$ cat src/rtl/wb_write_arbiter_pkg.sv
// Shared types for the register-file write path: register index, data word and
// the {valid, id, data} write request carried on the rfwrite channel.
package wb_write_arbiter_pkg;

    localparam int CREG_NUM = 32;
    localparam int CREG_W   = $clog2(CREG_NUM);

    typedef logic [CREG_W-1:0] creg_addr_t;
    typedef logic [31:0]       word_t;

    typedef struct packed {
        logic       valid;
        creg_addr_t id;
        word_t      data;
    } wb_req_t;

    localparam wb_req_t WB_REQ_IDLE = '{valid: 1'b0, id: '0, data: '0};

    // r0 is hard-wired to zero, so a request aimed at it never reaches the regfile.
    function automatic logic writes_rf(input wb_req_t req);
        return req.valid && (req.id != '0);
    endfunction

endpackage

$ cat src/rtl/wb_write_arbiter_fifo.sv
// wb_fifo: small power-of-two FIFO of wb_req_t entries buffering mul/div results.
// Pointers wrap naturally modulo DEPTH; an occupancy counter gives full/empty.
module wb_fifo
    import wb_write_arbiter_pkg::*;
#(
    parameter int DEPTH = 4
) (
    input  logic    clk,
    input  logic    reset,
    input  logic    push,
    input  wb_req_t push_data,
    input  logic    pop,
    output wb_req_t head,
    output logic    full,
    output logic    empty
);

    localparam int PTR_W = $clog2(DEPTH);
    localparam int CNT_W = PTR_W + 1;

    logic [PTR_W-1:0] wr_ptr_q, wr_ptr_d;
    logic [PTR_W-1:0] rd_ptr_q, rd_ptr_d;
    logic [CNT_W-1:0] count_q, count_d;
    logic             push_en, pop_en;
    wb_req_t          mem_q [DEPTH];

    assign full    = (count_q == CNT_W'(DEPTH));
    assign empty   = (count_q == '0);
    assign push_en = push && !full;
    assign pop_en  = pop && !empty;
    assign head    = mem_q[rd_ptr_q];

    always_comb begin
        wr_ptr_d = wr_ptr_q + PTR_W'(push_en);
        rd_ptr_d = rd_ptr_q + PTR_W'(pop_en);
        count_d  = count_q + CNT_W'(push_en) - CNT_W'(pop_en);
    end

    // NOTE: sequential state uses non-blocking assignments so every flop samples pre-edge values.
    always_ff @(posedge clk) begin
        if (reset) begin
            wr_ptr_q <= '0;
            rd_ptr_q <= '0;
            count_q  <= '0;
        end else begin
            wr_ptr_q <= wr_ptr_d;
            rd_ptr_q <= rd_ptr_d;
            count_q  <= count_d;
        end
    end

    // NOTE: storage is deliberately not reset; count_q alone decides which entries are live.
    always_ff @(posedge clk) begin
        if (push_en) begin
            mem_q[wr_ptr_q] <= push_data;
        end
    end

endmodule

$ cat src/rtl/wb_write_arbiter.sv
// wb_write_arbiter: merges the non-stalling pipeline result and buffered mul/div
// results onto the regfile write port, and tracks pending mul/div destinations.
// Optional macro WB_MD_BYPASS_EN lets a mul/div result skip an empty FIFO.
module wb_write_arbiter
    import wb_write_arbiter_pkg::*;
#(
    parameter int DEPTH = 4
) (
    input  logic       clk,
    input  logic       reset,
    input  logic       pipe_valid,
    input  creg_addr_t pipe_id,
    input  word_t      pipe_data,
    input  logic       md_valid,
    output logic       md_ready,
    input  creg_addr_t md_id,
    input  word_t      md_data,
    input  logic       issue_valid,
    input  creg_addr_t issue_id,
    input  creg_addr_t query_ra1,
    input  creg_addr_t query_ra2,
    input  creg_addr_t query_rd,
    output logic       busy1,
    output logic       busy2,
    output logic       busy_rd,
    output logic       rf_valid,
    output creg_addr_t rf_id,
    output word_t      rf_data
);

    wb_req_t             md_req, head, sel;
    logic                full, empty;
    logic                push, pop, bypass;
    logic [CREG_NUM-1:0] pend_q, pend_d;

    assign md_req = '{valid: 1'b1, id: md_id, data: md_data};

    wb_fifo #(.DEPTH(DEPTH)) u_fifo (
        .clk       (clk),
        .reset     (reset),
        .push      (push),
        .push_data (md_req),
        .pop       (pop),
        .head      (head),
        .full      (full),
        .empty     (empty)
    );

    // Ready depends on registered occupancy only; a same-cycle pop does not free a slot.
    assign md_ready = !full;

    // NOTE: every always_comb output gets a default first so no latch is inferred.
    always_comb begin
        sel    = WB_REQ_IDLE;
        pop    = 1'b0;
        bypass = 1'b0;
        if (pipe_valid) begin
            sel = '{valid: 1'b1, id: pipe_id, data: pipe_data};
        end else if (!empty) begin
            sel = head;
            pop = 1'b1;
        end
`ifdef WB_MD_BYPASS_EN
        else if (md_valid) begin
            sel    = md_req;
            bypass = 1'b1;
        end
`endif
        push = md_valid && md_ready && !bypass;
    end

    assign rf_valid = writes_rf(sel);
    assign rf_id    = sel.id;
    assign rf_data  = sel.data;

    // Clear is applied before set so an issue to the retiring register keeps its bit.
    always_comb begin
        pend_d = pend_q;
        if (pop || bypass) begin
            pend_d[sel.id] = 1'b0;
        end
        if (issue_valid && (issue_id != '0)) begin
            pend_d[issue_id] = 1'b1;
        end
    end

    always_ff @(posedge clk) begin
        if (reset) begin
            pend_q <= '0;
        end else begin
            pend_q <= pend_d;
        end
    end

    // Bit 0 is never set, so a lookup of r0 always reads 0.
    assign busy1   = pend_q[query_ra1];
    assign busy2   = pend_q[query_ra2];
    assign busy_rd = pend_q[query_rd];

endmodule
$ cat config.mk
export PLATFORM = sky130hd
export DESIGN_NAME = wb_write_arbiter
export DESIGN_NICKNAME = d
export VERILOG_FILES = /design/src/rtl/wb_write_arbiter_pkg.sv /design/src/rtl/wb_write_arbiter_fifo.sv /design/src/rtl/wb_write_arbiter.sv
export SDC_FILE = /design/constraint.sdc
export NUM_CORES = 1
export LEC_CHECK = 0
export ABC_AREA = 1
export BUFFER_PORTS_ARGS = -buffer_cell sky130_fd_sc_hd__clkbuf_2
export CAP_MARGIN = 20
export CORE_MARGIN = 5
export CORE_UTILIZATION = 30
export DETAILED_ROUTE_END_ITERATION = 12
export HOLD_SLACK_MARGIN = 0.03
export PLACE_DENSITY = 0.48
export SLEW_MARGIN = 10
export SYNTH_ARGS = -nofsm -noshare
export SYNTH_HDL_FRONTEND = slang
export SYNTH_SLANG_ARGS = --single-unit
$ cat constraint.sdc
create_clock -name clk -period 5.2 [get_ports clk]
set_input_delay 0.52 -clock clk [delete_from_list [all_inputs] [get_ports clk]]
set_output_delay 0.52 -clock clk [all_outputs]
set_load 0.05 [all_outputs]
Word-level counts from Yosys, hierarchy flattened
Memories as Yosys holds them, arrays and structs flattened. A register that Yosys moved wholly into a read port is not among the register bits.
Cells that the tools add are included.

word-level totals
  bits in writable memories = 148
  bits in registers = 39
  memories kept = 1
  input bits = 99
  output and inout bits = 42

cells by class
  $lt $le $gt $ge = 7
  add/subtract/negate cells = 4
  reduce and logical (&&, ||, !) cells = 12
  multiplexer cells = 19
  equality and inequality tests = 1
  bitwise gates (word level) = 3

memories
  name          words  width  read ports  clocked after memory_dff  wr ports  line                         source
  u_fifo.mem_q  4      37     1           1                         1         wb_write_arbiter_fifo.sv:25  wb_req_t mem_q [DEPTH];

operators with widths
  kind                                                                                  number
  38-bit 2-to-1 mux                                                                     2
  32-bit 2-to-1 mux                                                                     2
  32-bit bitwise AND                                                                    1
  32-bit inverter                                                                       1
  32-bit bitwise OR                                                                     1
  5-bit by 6-bit less-than comparator with 1-bit output (second input constant)         5
  1-bit binary-select mux with 5-bit select                                             3
  1-bit demux with 5-bit select                                                         2
  5-bit by 1-bit greater-or-equal comparator with 1-bit output (second input constant)  2
  5-bit nonzero test                                                                    2
  1-bit 2-to-1 mux                                                                      9
  1-bit logical AND                                                                     7
  2-bit by 1-bit adder with 2-bit output                                                2
  3-bit by 1-bit adder with 3-bit output                                                1
  3-bit equality test (second input constant)                                           1
  3-bit logical NOT                                                                     1
  3-bit by 1-bit subtractor with 3-bit output                                           1
  1-bit logical NOT                                                                     2
  2-bit 2-to-1 mux                                                                      1

Depth between registers and ports, before layout
Gate-level depths: netlist of run 1.

  depth in word-level cells = 12
  mapped depth = 12
  gate-level depth less buffers = 11

Hierarchy
A second synthesis of run 1 with hierarchy kept.

unflattened totals
  cell total of the unflattened synthesis = 934
  area total of the unflattened synthesis = 9,122.5 sq um

by module, submodules not included
  module            instances  area each (sq um)  cells each
  wb_fifo           1          6,195.9            419
  wb_write_arbiter  1          2,926.6            515

Worst setup path after synthesis of run 1
Ideal clock, no wire load.

  path type = flip-flop to flip-flop
  start point = register u_fifo.count_q[1]
  end point = memory u_fifo.mem_q[0][0] (netlist bit) (enable)
  cell stages (with the launch flop) = 5
  data required time = 4,722 ps
  data arrival time = 3,556 ps
  buffers on the path = 0
  setup slack = 1,166 ps
  period minus slack after synthesis = 4,034 ps
  path through = dfxtp_1 -> nor2_2 -> nand2_1 -> nand2_1 -> nor3_1

on the way
  cells in the longest elaborated chain, start to end = 6

RTL lines
  element                                   line                         source
  start: declaration                        wb_write_arbiter_fifo.sv:23  logic [CNT_W-1:0] count_q, count_d;
  start signal: assignment                  wb_write_arbiter_fifo.sv:48  count_q <= count_d;
  3-bit equality test *                     wb_write_arbiter_fifo.sv:27  assign full = (count_q == CNT_W'(DEPTH));
  1-bit logical NOT *                       wb_write_arbiter.sv:50       assign md_ready = !full;
  net md_ready                              wb_write_arbiter.sv:15       output logic md_ready,
  1-bit logical AND                         wb_write_arbiter.sv:69       push = md_valid && md_ready && !bypass;
  1-bit logical AND *                       wb_write_arbiter_fifo.sv:29  assign push_en = push && !full;
  1-bit 2-to-1 mux *                        wb_write_arbiter_fifo.sv:54  if (push_en) begin
  1-bit 2-to-1 mux (not written as such) *  wb_write_arbiter_fifo.sv:55  mem_q[wr_ptr_q] <= push_data;
  end: declaration                          wb_write_arbiter_fifo.sv:25

The timed path passes the listed nets; every way through them passes the cells marked *.

==> impl_metrics.yaml, run 1 <==
placement:
  hpwl_microns: 15700
  port_buffers: 140
  place.gp.congestion: 0.796
clock_network:
  cts.sinks: 187
  cts_buffers: 17
  cts_setup_buffers: 0
  hold_buffers: 0
  clk_path_buf_depth: 2
  h-tree-depth: 4
  cts_tree: "yes"
  clk_pin_slew_ps: 80
  root_buffer: "clkbuf_16"
  insertion_delay_ps: 440
  cts_resized: 0
yosys:
  synth_adder_area_share_pct: 0.805
  ys_warn_count: 0
  synth_compound_gate_area_share_pct: 17.8
  ys_async_sr_fraction_pct: 0
  synth_area_sq_mm: 0.00871
  synthCells: 859
  synth_edf_count: 148
  synth_top_family_by_area: "compound AO/OA/AOI/OAI gates"
  synth-seq-cells: 187
  syn_area_per_cell_sq_um: 10.1
  syn_nets: 963
  yosys.area_share.simple_pct: 16.2
  synth.area.mux_share_pct: 0
  synth_flop_cell: "edfxtp_1"
  synth-xor-area-share_pct: 0.402
  synthDistinctLibCells: 32
  synth.yosys.seq_area_share_pct: 60.0
critical_path:
  slowest_delay_ps: 610
  worstSetupStartpoint: "u_fifo.rd_ptr_q[0]"
  crit_path_cell_trace: "buf_4 -> nand2_1 -> nand3_1 -> nand3_1 -> nand2_2 -> inv_2 -> nand2_2 -> or3_1 -> clkbuf_2"
  ff2ff_path_depth: 8
  rrSetupSlack_ps: 2820
  cp.required_ps: 4680
  crit_fanout: 75
  cp_num_cells: 9
  worst-path-buf-inv: 3
  rr_startpoint: "u_fifo.count_q[2]"
  crit_path_end_kind: "output port"
  arrival_ps: 2700
  cp_top_family: "buffers and inverters"
  critPathKind: "reg2out"
  start_kind: "register"
  crit_slowest_cell: "buf_4"
cells_and_area:
  multiInputGateArea_sq_mm: 0.00309
  drive_gt1_share_pct: 21.8
  fillers: 2962
  seqCellArea_sq_mm: 0.00523
  nNetsFinal: 1082
  final_common_cell: "edfxtp_1"
  layout.cells.most_common_list: "edfxtp_1 (148), clkbuf_2 (140), nor2_1 (125)"
  synthToLayoutAreaGrowth_pct: 19.0
  antenna_cells: 0
timing:
  drv_slew: 0
  finClkSkew_ps: 16.8
  max_freq_mhz: 311
  setup-tns-final_ps: 0
  hold_viol: 0
  rsz0062_at_grt: "false"
  tightest_slew_ps: 888
  holdWs_ps: 295
  setup_viol: 0
  period_share_pct: 61.9
  maxSlewHeadroom_pct: 40.8
  layout_min_cycle_time_ps: 3220
floorplanning:
  die_w_microns: 180
  io_pins: 141
  row_count: 62
  die_h_microns: 180
  die_area_sq_mm: 0.0325
  floorplan.initialDensity_pct: 30.3
  core_sq_mm: 0.0287
job:
  max_cap_viol_count: 0
global_routing:
  grt_pass1_wl_microns: 38100
  grt_usage_pct: 14.8
  grt_max_degree: 76
  grt_overflow: 0
  antenna_found_initial: 2
  grt_pass1_vias: 6726
worst_hold_path:
  hold_path.class: "in2reg"
  hold_path_depth: 1
  min-delay-start: "md_data[19]"
detailed_routing:
  vias_per_cell: 4.90
  drc_errors: 0
  drt-pass1-iter-count: 5
  drtAntennaViolNets: 0
  drt_iter0_markers: 428
  wl_microns: 23900
  vias: 6735
  wl_per_cell_microns: 17.4
power_and_ir_drop:
  p_leak_nw: 3.90
  powerDensity_mw_per_mm2: 444
  ir_drop_mv: 0.195
run_status:
  outcome: "finished, final reports clean"
[worst register-to-register path, cell delays in order (launching register included)]
cell     delay (ps)
dfxtp_1         400
inv_2            60
a21oi_4         490
buf_4           460
nand3_1         190
nor2_2          330
nand3_1         150
nand2_1          90
a21oi_1          50
[power breakdown]
group          total [W]  internal, W  switching (W)  leakage, nW
registers        0.00181      0.00177      0.0000412         1.67
logic            0.00149     0.000387        0.00110         1.94
clock network    0.00130     0.000656       0.000648        0.296
total            0.00460      0.00281        0.00179         3.90
[worst paths after layout]
| check | to |
|---|---|
| max | rf_valid |
| min | u_fifo.mem_q[0][19] |
| max reg2reg | pend_q[12] |
| min reg2reg | pend_q[24] |
[registers in the layout, summed over array words and instances, names as in the netlist]
name / count
u_fifo.rd_ptr_q: 2
u_fifo.mem_q: 148
u_fifo.wr_ptr_q: 2
u_fifo.count_q: 3
pend_q: 32
[area by class of cell]
type	instances	area share, %
clock inverter	15	1.85
sequential	187	50.4
tap	384	4.64
inverter	47	1.70
timing repair buffer	150	7.49
clock buffer	17	4.11
multi-input combinational	575	29.8
[metrics by stage]
stage | std cells | utilization [%] | instance area [sq um] | total power (W) | worst slack (ps)
floorplan | 859 | - | 8710 | 0.00297 | 1170
global placement | 1343 | 33.9 | 9740 | 0.00335 | 2010
detailed placement | 1343 | 33.9 | 9740 | 0.00336 | 1980
CTS | 1375 | 36.1 | 10400 | 0.00466 | 1950
global route | 1375 | 36.1 | 10400 | 0.00487 | 1730
finish | 1375 | 36.1 | 10400 | 0.00460 | 1980
[logic make-up after synthesis]
group | after synthesis
compound gates | 241
xor+xnor | 4
fa+ha+maj | 5
buf+inv | 97
flops | 187
simple gates | 325
[synth_stat cells, types with 21 or more instances]
cell type / count / share of area (%)
dfxtp_1: 39 / 9.0
o221ai_1: 21 / 2.1
nor2_1: 125 / 5.4
nand3_1: 48 / 2.8
a22o_1: 32 / 3.2
o22ai_1: 32 / 2.3
inv_1: 44 / 1.9
clkbuf_1: 32 / 1.4
o21bai_1: 21 / 1.8
nand2_1: 124 / 5.3
a21oi_1: 31 / 1.8
edfxtp_1: 148 / 51
o21ai_0: 93 / 5.3
[routing by layer]
metal | global-route usage (%) | up-vias | wire length, microns
met4 | 3.96 | 4 | 340
li1 | - | 3320 | -
met2 | 24.4 | 187 | 11400
met3 | 3.33 | 27 | 1190
met5 | 0 | - | 23
met1 | 19.7 | 3197 | 11000
Power figures use the tool's default switching activity.
==> run 2: changes to the inputs <==
--- a/config.mk
+++ b/config.mk
@@ -12,7 +12,7 @@
 export CORE_UTILIZATION = 30
 export DETAILED_ROUTE_END_ITERATION = 12
 export HOLD_SLACK_MARGIN = 0.03
-export PLACE_DENSITY = 0.48
+export PLACE_DENSITY = 0.49
 export SLEW_MARGIN = 10
 export SYNTH_ARGS = -nofsm -noshare
 export SYNTH_HDL_FRONTEND = slang
==> constraint.sdc (replaced) <==
create_clock -name clk -period 2.76 [get_ports clk]
set_input_delay 0.276 -clock clk [delete_from_list [all_inputs] [get_ports clk]]
set_output_delay 0.276 -clock clk [all_outputs]
set_load 0.05 [all_outputs]
==> run 2 against run 1 <==
Compared with the run above: routed wire length increased by 1.0%; via count rose by 1.2%; first-iteration DRC count is 9.6% lower; critical path depth rose by 1; highest routed layer unchanged; flip-flop and latch count did not move.
==> impl_metrics.yaml, run 2 (same netlist as run 1, synthesis figures left out) <==
run_status:
  outcome: "finished, final reports clean"
detailed_routing:
  drt_iter0_markers: 387
  wl_microns: 24200
  drt-pass1-iter-count: 5
  wl_per_cell_microns: 17.5
  vias: 6818
  vias_per_cell: 4.94
  drtAntennaViolNets: 0
  drc_errors: 0
critical_path:
  crit_path_end_kind: "output port"
  start_kind: "register"
  rr_startpoint: "u_fifo.count_q[1]"
  rrSetupSlack_ps: 700
  crit_fanout: 21
  slowest_delay_ps: 370
  crit_path_cell_trace: "inv_2 -> nand2_1 -> nand3_1 -> nand2_1 -> nand2_2 -> nand2_4 -> nor2_8 -> nand2_2 -> or3_1 -> buf_12"
  crit_slowest_cell: "or3_1"
  arrival_ps: 2340
  worstSetupStartpoint: "u_fifo.rd_ptr_q[0]"
  cp_top_family: "simple AND/OR/NAND/NOR gates"
  worst-path-buf-inv: 2
  critPathKind: "reg2out"
  cp.required_ps: 2480
timing:
  maxSlewHeadroom_pct: 41.8
  layout_min_cycle_time_ps: 2610
  period_share_pct: 94.6
  tightest_slew_ps: 873
  setup_viol: 0
  finClkSkew_ps: 20.9
  hold_viol: 0
  drv_slew: 0
  worst_slack_ps: 148
  max_freq_mhz: 383
  rsz0062_at_grt: "false"
cells_and_area:
  nNetsFinal: 1087
  synthToLayoutAreaGrowth_pct: 20.4
  top_register: "u_fifo.mem_q"
  antenna_cells: 0
  final_common_cell: "edfxtp_1"
  reg_top3: "u_fifo.mem_q: 148 flops, pend_q: 32 flops, u_fifo.count_q: 3 flops"
  layoutNonFillerInstCount: 1380
  layout.cells.most_common_list: "edfxtp_1 (148), clkbuf_2 (136), nor2_1 (125)"
  drive_gt1_share_pct: 22.3
  largest_register_ffs: 148
clock_network:
  h-tree-depth: 4
  clk_pin_slew_ps: 70
  hold_buffers: 0
  clk_path_buf_depth: 2
  cts_setup_buffers: 0
  cts_tree: "yes"
  insertion_delay_ps: 430
  cts.sinks: 187
  root_buffer: "clkbuf_16"
  cts_resized: 0
  cts_buffers: 17
floorplanning:
  die_h_microns: 180
  core_sq_mm: 0.0287
  row_count: 62
  die_w_microns: 180
  floorplan.initialDensity_pct: 30.3
  die_area_sq_mm: 0.0325
  io_pins: 141
power_and_ir_drop:
  powerDensity_mw_per_mm2: 840
  switching_share_pct: 38.0
  seqPwrFrac_pct: 38.9
  power_switching_w: 0.00335
  clkPwrFrac_pct: 27.8
  p_leak_nw: 3.96
  ir_drop_mv: 0.401
  internal_power_w: 0.00546
  power_frac_comb_pct: 33.3
worst_hold_path:
  hold_path.class: "in2reg"
  min-delay-start: "md_data[13]"
placement:
  dpl.cell_count: 1348
  place.gp.congestion: 0.836
  hpwl_microns: 16400
  dp_slack_ps: 595
  port_buffers: 140
global_routing:
  grt_pass1_wl_microns: 38400
  grt_overflow: 0
  grt_max_degree: 55
  antenna_found_initial: 3
  grt_usage_pct: 14.8
  grt_pass1_vias: 6738
job:
  max_cap_viol_count: 0
run 2: cell count changes in the layout (fill, tap and decap cells not counted), moves of 2 or more:
cell	previous run	this run
nor3_4	0	4
buf_4	10	13
inv_8	2	6
nor3_2	4	0
clkinv_2	0	2
clkinv_8	7	2
buf_12	0	5
clkbuf_2	140	136
run 2: metrics by stage:
step	utilization, %	hold slack (ps)	total power [W]	TNS (ps)	instance area, sq um
6_report	36.5	65.3	0.00881	0	10500
2_1_floorplan	-	375	0.00559	-28920	8730
3_3_place_gp	34.4	497	0.00647	0	9880
3_5_place_dp	34.4	499	0.00648	0	9880
5_1_grt	36.5	49.1	0.00931	0	10500
4_1_cts	36.5	46.5	0.00893	0	10500
run 2: final cells by class:
cell class / count / area (sq um)
Sequential cell: 187 / 5230
Multi-Input combinational cell: 575 / 3110
Fill cell: 2904 / 18200
Clock buffer: 17 / 425
Inverter: 47 / 176
Clock inverter: 15 / 174
Tap cell: 384 / 480
Timing Repair Buffer: 155 / 890
run 2: layer usage:
metal / vias up / GRT usage [%] / wire [microns]
met4: 6 / 2.90 / 223
li1: 3321 / - / -
met2: 178 / 24.2 / 11400
met5: - / 0 / 41
met3: 20 / 3.23 / 1210
met1: 3293 / 20.6 / 11300
run 2: power groups by stage:
stage / registers (W) / logic [W] / clock network [W]
global placement: 0.00349 / 0.00299 / 0
global route: 0.00345 / 0.00324 / 0.00263
finish: 0.00342 / 0.00294 / 0.00245
detailed placement: 0.00349 / 0.00299 / 0
floorplan: 0.00347 / 0.00212 / 0
CTS: 0.00342 / 0.00300 / 0.00251
run 2: worst reg2reg max path: cells and delay by family, from the launching register on:
family	cells	cell delay (ps)
simple gates	4	700
fa+ha+maj	2	600
flops	1	340
xor+xnor	1	170
buf+inv	1	120
run 2: worst paths after layout:
path / endpoint / cells past startpoint
setup / recovery: rf_valid / 10
hold / removal: u_fifo.mem_q[3][13] / 1
setup reg to reg: u_fifo.count_q[2] / 8
hold reg to reg: pend_q[27] / 2
==> run 3: changes to the inputs <==
--- a/config.mk
+++ b/config.mk
@@ -5,14 +5,13 @@
 export SDC_FILE = /design/constraint.sdc
 export NUM_CORES = 1
 export LEC_CHECK = 0
-export ABC_AREA = 1
 export BUFFER_PORTS_ARGS = -buffer_cell sky130_fd_sc_hd__clkbuf_2
 export CAP_MARGIN = 20
 export CORE_MARGIN = 5
 export CORE_UTILIZATION = 30
 export DETAILED_ROUTE_END_ITERATION = 12
 export HOLD_SLACK_MARGIN = 0.03
-export PLACE_DENSITY = 0.49
+export PLACE_DENSITY = 0.5
 export SLEW_MARGIN = 10
 export SYNTH_ARGS = -nofsm -noshare
 export SYNTH_HDL_FRONTEND = slang
==> run 3 against run 2 <==
Compared with the run above: combinational power grew 6%; die area shrank 3.5%; design area grew 3.7%; register-to-register slack lost 430 ps; clock skew grew 3.3 ps; setup slack lost 34 ps; clock power grew 6%; utilization grew 2.7 points; first-iteration DRC count shrank 3.9%; cell count shrank 23%; total power grew 4.3%; global-route usage shrank 0.77 points; highest routed layer unchanged.
==> impl_metrics.yaml, run 3 <==
cells_and_area:
  fillers: 2584
  reg_top3: "u_fifo.mem_q: 148 flops, pend_q: 32 flops, u_fifo.count_q: 3 flops"
  antenna_cells: 0
  largest_register_ffs: 148
  final_common_cell: "edfxtp_1"
  fin_area_sq_mm: 0.0109
  nNetsFinal: 777
  synthToLayoutAreaGrowth_pct: 29.7
  layoutNonFillerInstCount: 1064
  drive_gt1_share_pct: 41.4
  top_register: "u_fifo.mem_q"
  layout.cells.most_common_list: "edfxtp_1 (148), clkbuf_2 (104), mux4_2 (63)"
critical_path:
  timing.rr.end: "u_fifo.count_q[2]"
  crit_slowest_cell: "or3b_2"
  rrSetupSlack_ps: 270
  crit_path_end_kind: "output port"
  critPathKind: "reg2out"
  rr_startpoint: "u_fifo.count_q[2]"
  crit_path_cell_trace: "or3b_2 -> o311a_1 -> o21ai_0 -> o31a_1 -> o211ai_1 -> buf_12"
  ff2ff_path_depth: 10
  arrival_ps: 2370
  worstSetupStartpoint: "u_fifo.rd_ptr_q[1]"
  crit_fanout: 13
  slowest_delay_ps: 450
  start_kind: "register"
  cp.required_ps: 2480
floorplanning:
  die_h_microns: 177
  die_area_sq_mm: 0.0314
  floorplan.initialDensity_pct: 30.3
  io_pins: 141
  core_sq_mm: 0.0277
  row_count: 61
  die_w_microns: 177
detailed_routing:
  drt-pass1-iter-count: 4
  wl_per_cell_microns: 20.6
  vias_per_cell: 5.12
  drc_errors: 0
  drt_iter0_markers: 372
  drtAntennaViolNets: 0
  wl_microns: 22000
  vias: 5446
power_and_ir_drop:
  ir_drop_mv: 0.429
  p_leak_nw: 3.76
  powerDensity_mw_per_mm2: 845
  finalPower_w: 0.00919
placement:
  place.gp.congestion: 0.925
  dpl.cell_count: 1025
  hpwl_microns: 15900
  place_area_sq_mm: 0.0102
  port_buffers: 140
timing:
  rsz0062_at_grt: "false"
  finClkSkew_ps: 24.1
  max_freq_mhz: 378
  period_share_pct: 95.8
  hold_viol: 0
  setup-tns-final_ps: 0
  layout_min_cycle_time_ps: 2650
  tightest_slew_ps: 906
  drv_slew: 0
  maxSlewHeadroom_pct: 39.6
  setup_viol: 0
worst_hold_path:
  hold_path_depth: 1
  hold_end: "u_fifo.mem_q[2][13]"
  min-delay-start: "md_data[13]"
  hold_path.class: "in2reg"
yosys:
  synthDistinctLibCells: 49
  yosys.area_share.simple_pct: 5.55
  synth_area_leaders: "edfxtp_1 (53%), mux4_2 (17%), dfxtp_1 (9.3%), a22o_1 (3.4%), a21oi_1 (2.6%)"
  synthTopCellsByCount: "edfxtp_1 (148), mux4_2 (63), a21oi_1 (43), dfxtp_1 (39), a22o_1 (33)"
  syn_nets: 624
  synth.most_common_cell: "edfxtp_1"
  syn_area_per_cell_sq_um: 16.1
  synth_adder_area_share_pct: 0.836
  synth-xor-area-share_pct: 0.418
  synthCells: 520
  synth_area_leader_cell: "edfxtp_1"
  synth_top_area_share_pct: 53.0
  synth_top_family_by_area: "multiplexers"
  synth_area_sq_mm: 0.00839
  ys_async_sr_fraction_pct: 0
  synth.yosys.seq_area_share_pct: 62.3
  ys_warn_count: 0
  synth.area.mux_share_pct: 18.3
  synth-seq-cells: 187
  synth_flop_cell: "edfxtp_1"
  synth_compound_gate_area_share_pct: 10.5
  synth_edf_count: 148
global_routing:
  antenna_found_initial: 1
  use_met2_pct: 24.8
  grt_overflow: 0
  top_usage_layer: "met2"
  grt_usage_pct: 14.1
  grt_pass1_vias: 5842
  use_met3_pct: 4.27
  grt_pass1_wl_microns: 33400
  met1_usage_pct: 16.7
  grt_max_degree: 40
clock_network:
  cts.sinks: 187
  clk_pin_slew_ps: 90
  cts_buffers: 17
  insertion_delay_ps: 440
  h-tree-depth: 4
  cts_tree: "yes"
  clk_path_buf_depth: 2
  root_buffer: "clkbuf_16"
run_status:
  outcome: "finished, final reports clean"
job:
  max_cap_viol_count: 0
-- run 3: changes by cell type after synthesis, moves of 21 or more --
cell / previous run / this run
nor2_1: 125 / 17
o21ai_0: 93 / 2
mux4_2: 0 / 63
o221ai_1: 21 / 0
o22ai_1: 32 / 1
o21bai_1: 21 / 0
nand2_1: 124 / 31
inv_1: 44 / 6
nand3_1: 48 / 1
-- run 3: stage by stage --
| step | setup WS (ps) | utilization (%) | hold WS, ps |
|---|---|---|---|
| final | 115 | 39.3 | 48.9 |
| after global placement | 335 | 36.7 | 489 |
| after detailed placement | 271 | 36.7 | 498 |
| after global routing | 7.47 | 39.3 | 39.2 |
| after CTS | 6.43 | 39.1 | 35.5 |
| after floorplan | -374 | - | 375 |
-- run 3: worst max path at each step --
stage	to	slack, ps	cells past startpoint
after global routing	rf_valid	7	7
final	rf_valid	110	6
after floorplan	u_fifo.mem_q[0][0]	-370	4
after global placement	u_fifo.count_q[2]	340	10
after detailed placement	u_fifo.count_q[2]	270	10
after CTS	rf_valid	6	6
-- run 3: power breakdown --
part           internal [W]  switching, W  total (W)
clock               0.00135       0.00125    0.00259
combinational       0.00139       0.00174    0.00313
sequential          0.00333      0.000130    0.00346
total               0.00607       0.00311    0.00919
-- run 3: final cells by class --
| class | instances | area [sq um] | share of cell area (%) |
|---|---|---|---|
| Clock buffer | 17 | 425 | 3.91 |
| Clock inverter | 15 | 229 | 2.11 |
| Inverter | 7 | 26.3 | 0.242 |
| Multi-Input combinational cell | 293 | 3020 | 27.8 |
| Sequential cell | 187 | 5230 | 48.1 |
| Tap cell | 378 | 473 | 4.35 |
| Timing Repair Buffer | 167 | 1470 | 13.5 |
-- run 3: per-layer routing --
| metal | wire length, microns | vias to the layer above |
|---|---|---|
| li1 | - | 2444 |
| met1 | 8820 | 2739 |
| met2 | 11200 | 226 |
| met3 | 1600 | 35 |
| met4 | 359 | 2 |
| met5 | 7 | - |
-- run 3: repair_timing --
item                                   in CTS  in global routing
setup endpoints to repair                   2                  1
hold buffers                                0                  0
endpoints found under the hold margin       0                  0
pin swaps                                   0                  0
resized for setup                           2                  0
buffers inserted                            0                  7
-- run 3: logic make-up after synthesis --
family / after synthesis
AND/OR/NAND/NOR: 91
XOR/XNOR: 4
adder cells (fa/ha/maj): 5
flip-flops: 187
buffers and inverters: 40
AO/OA/AOI/OAI: 121
multiplexers: 72
-- run 3: worst max-delay path, delay by kind of cell, from the launching register on --
family	cells	cell delay, ps
AO/OA/AOI/OAI	4	830
buffers and inverters	1	220
flip-flops	1	440
AND/OR/NAND/NOR	1	450
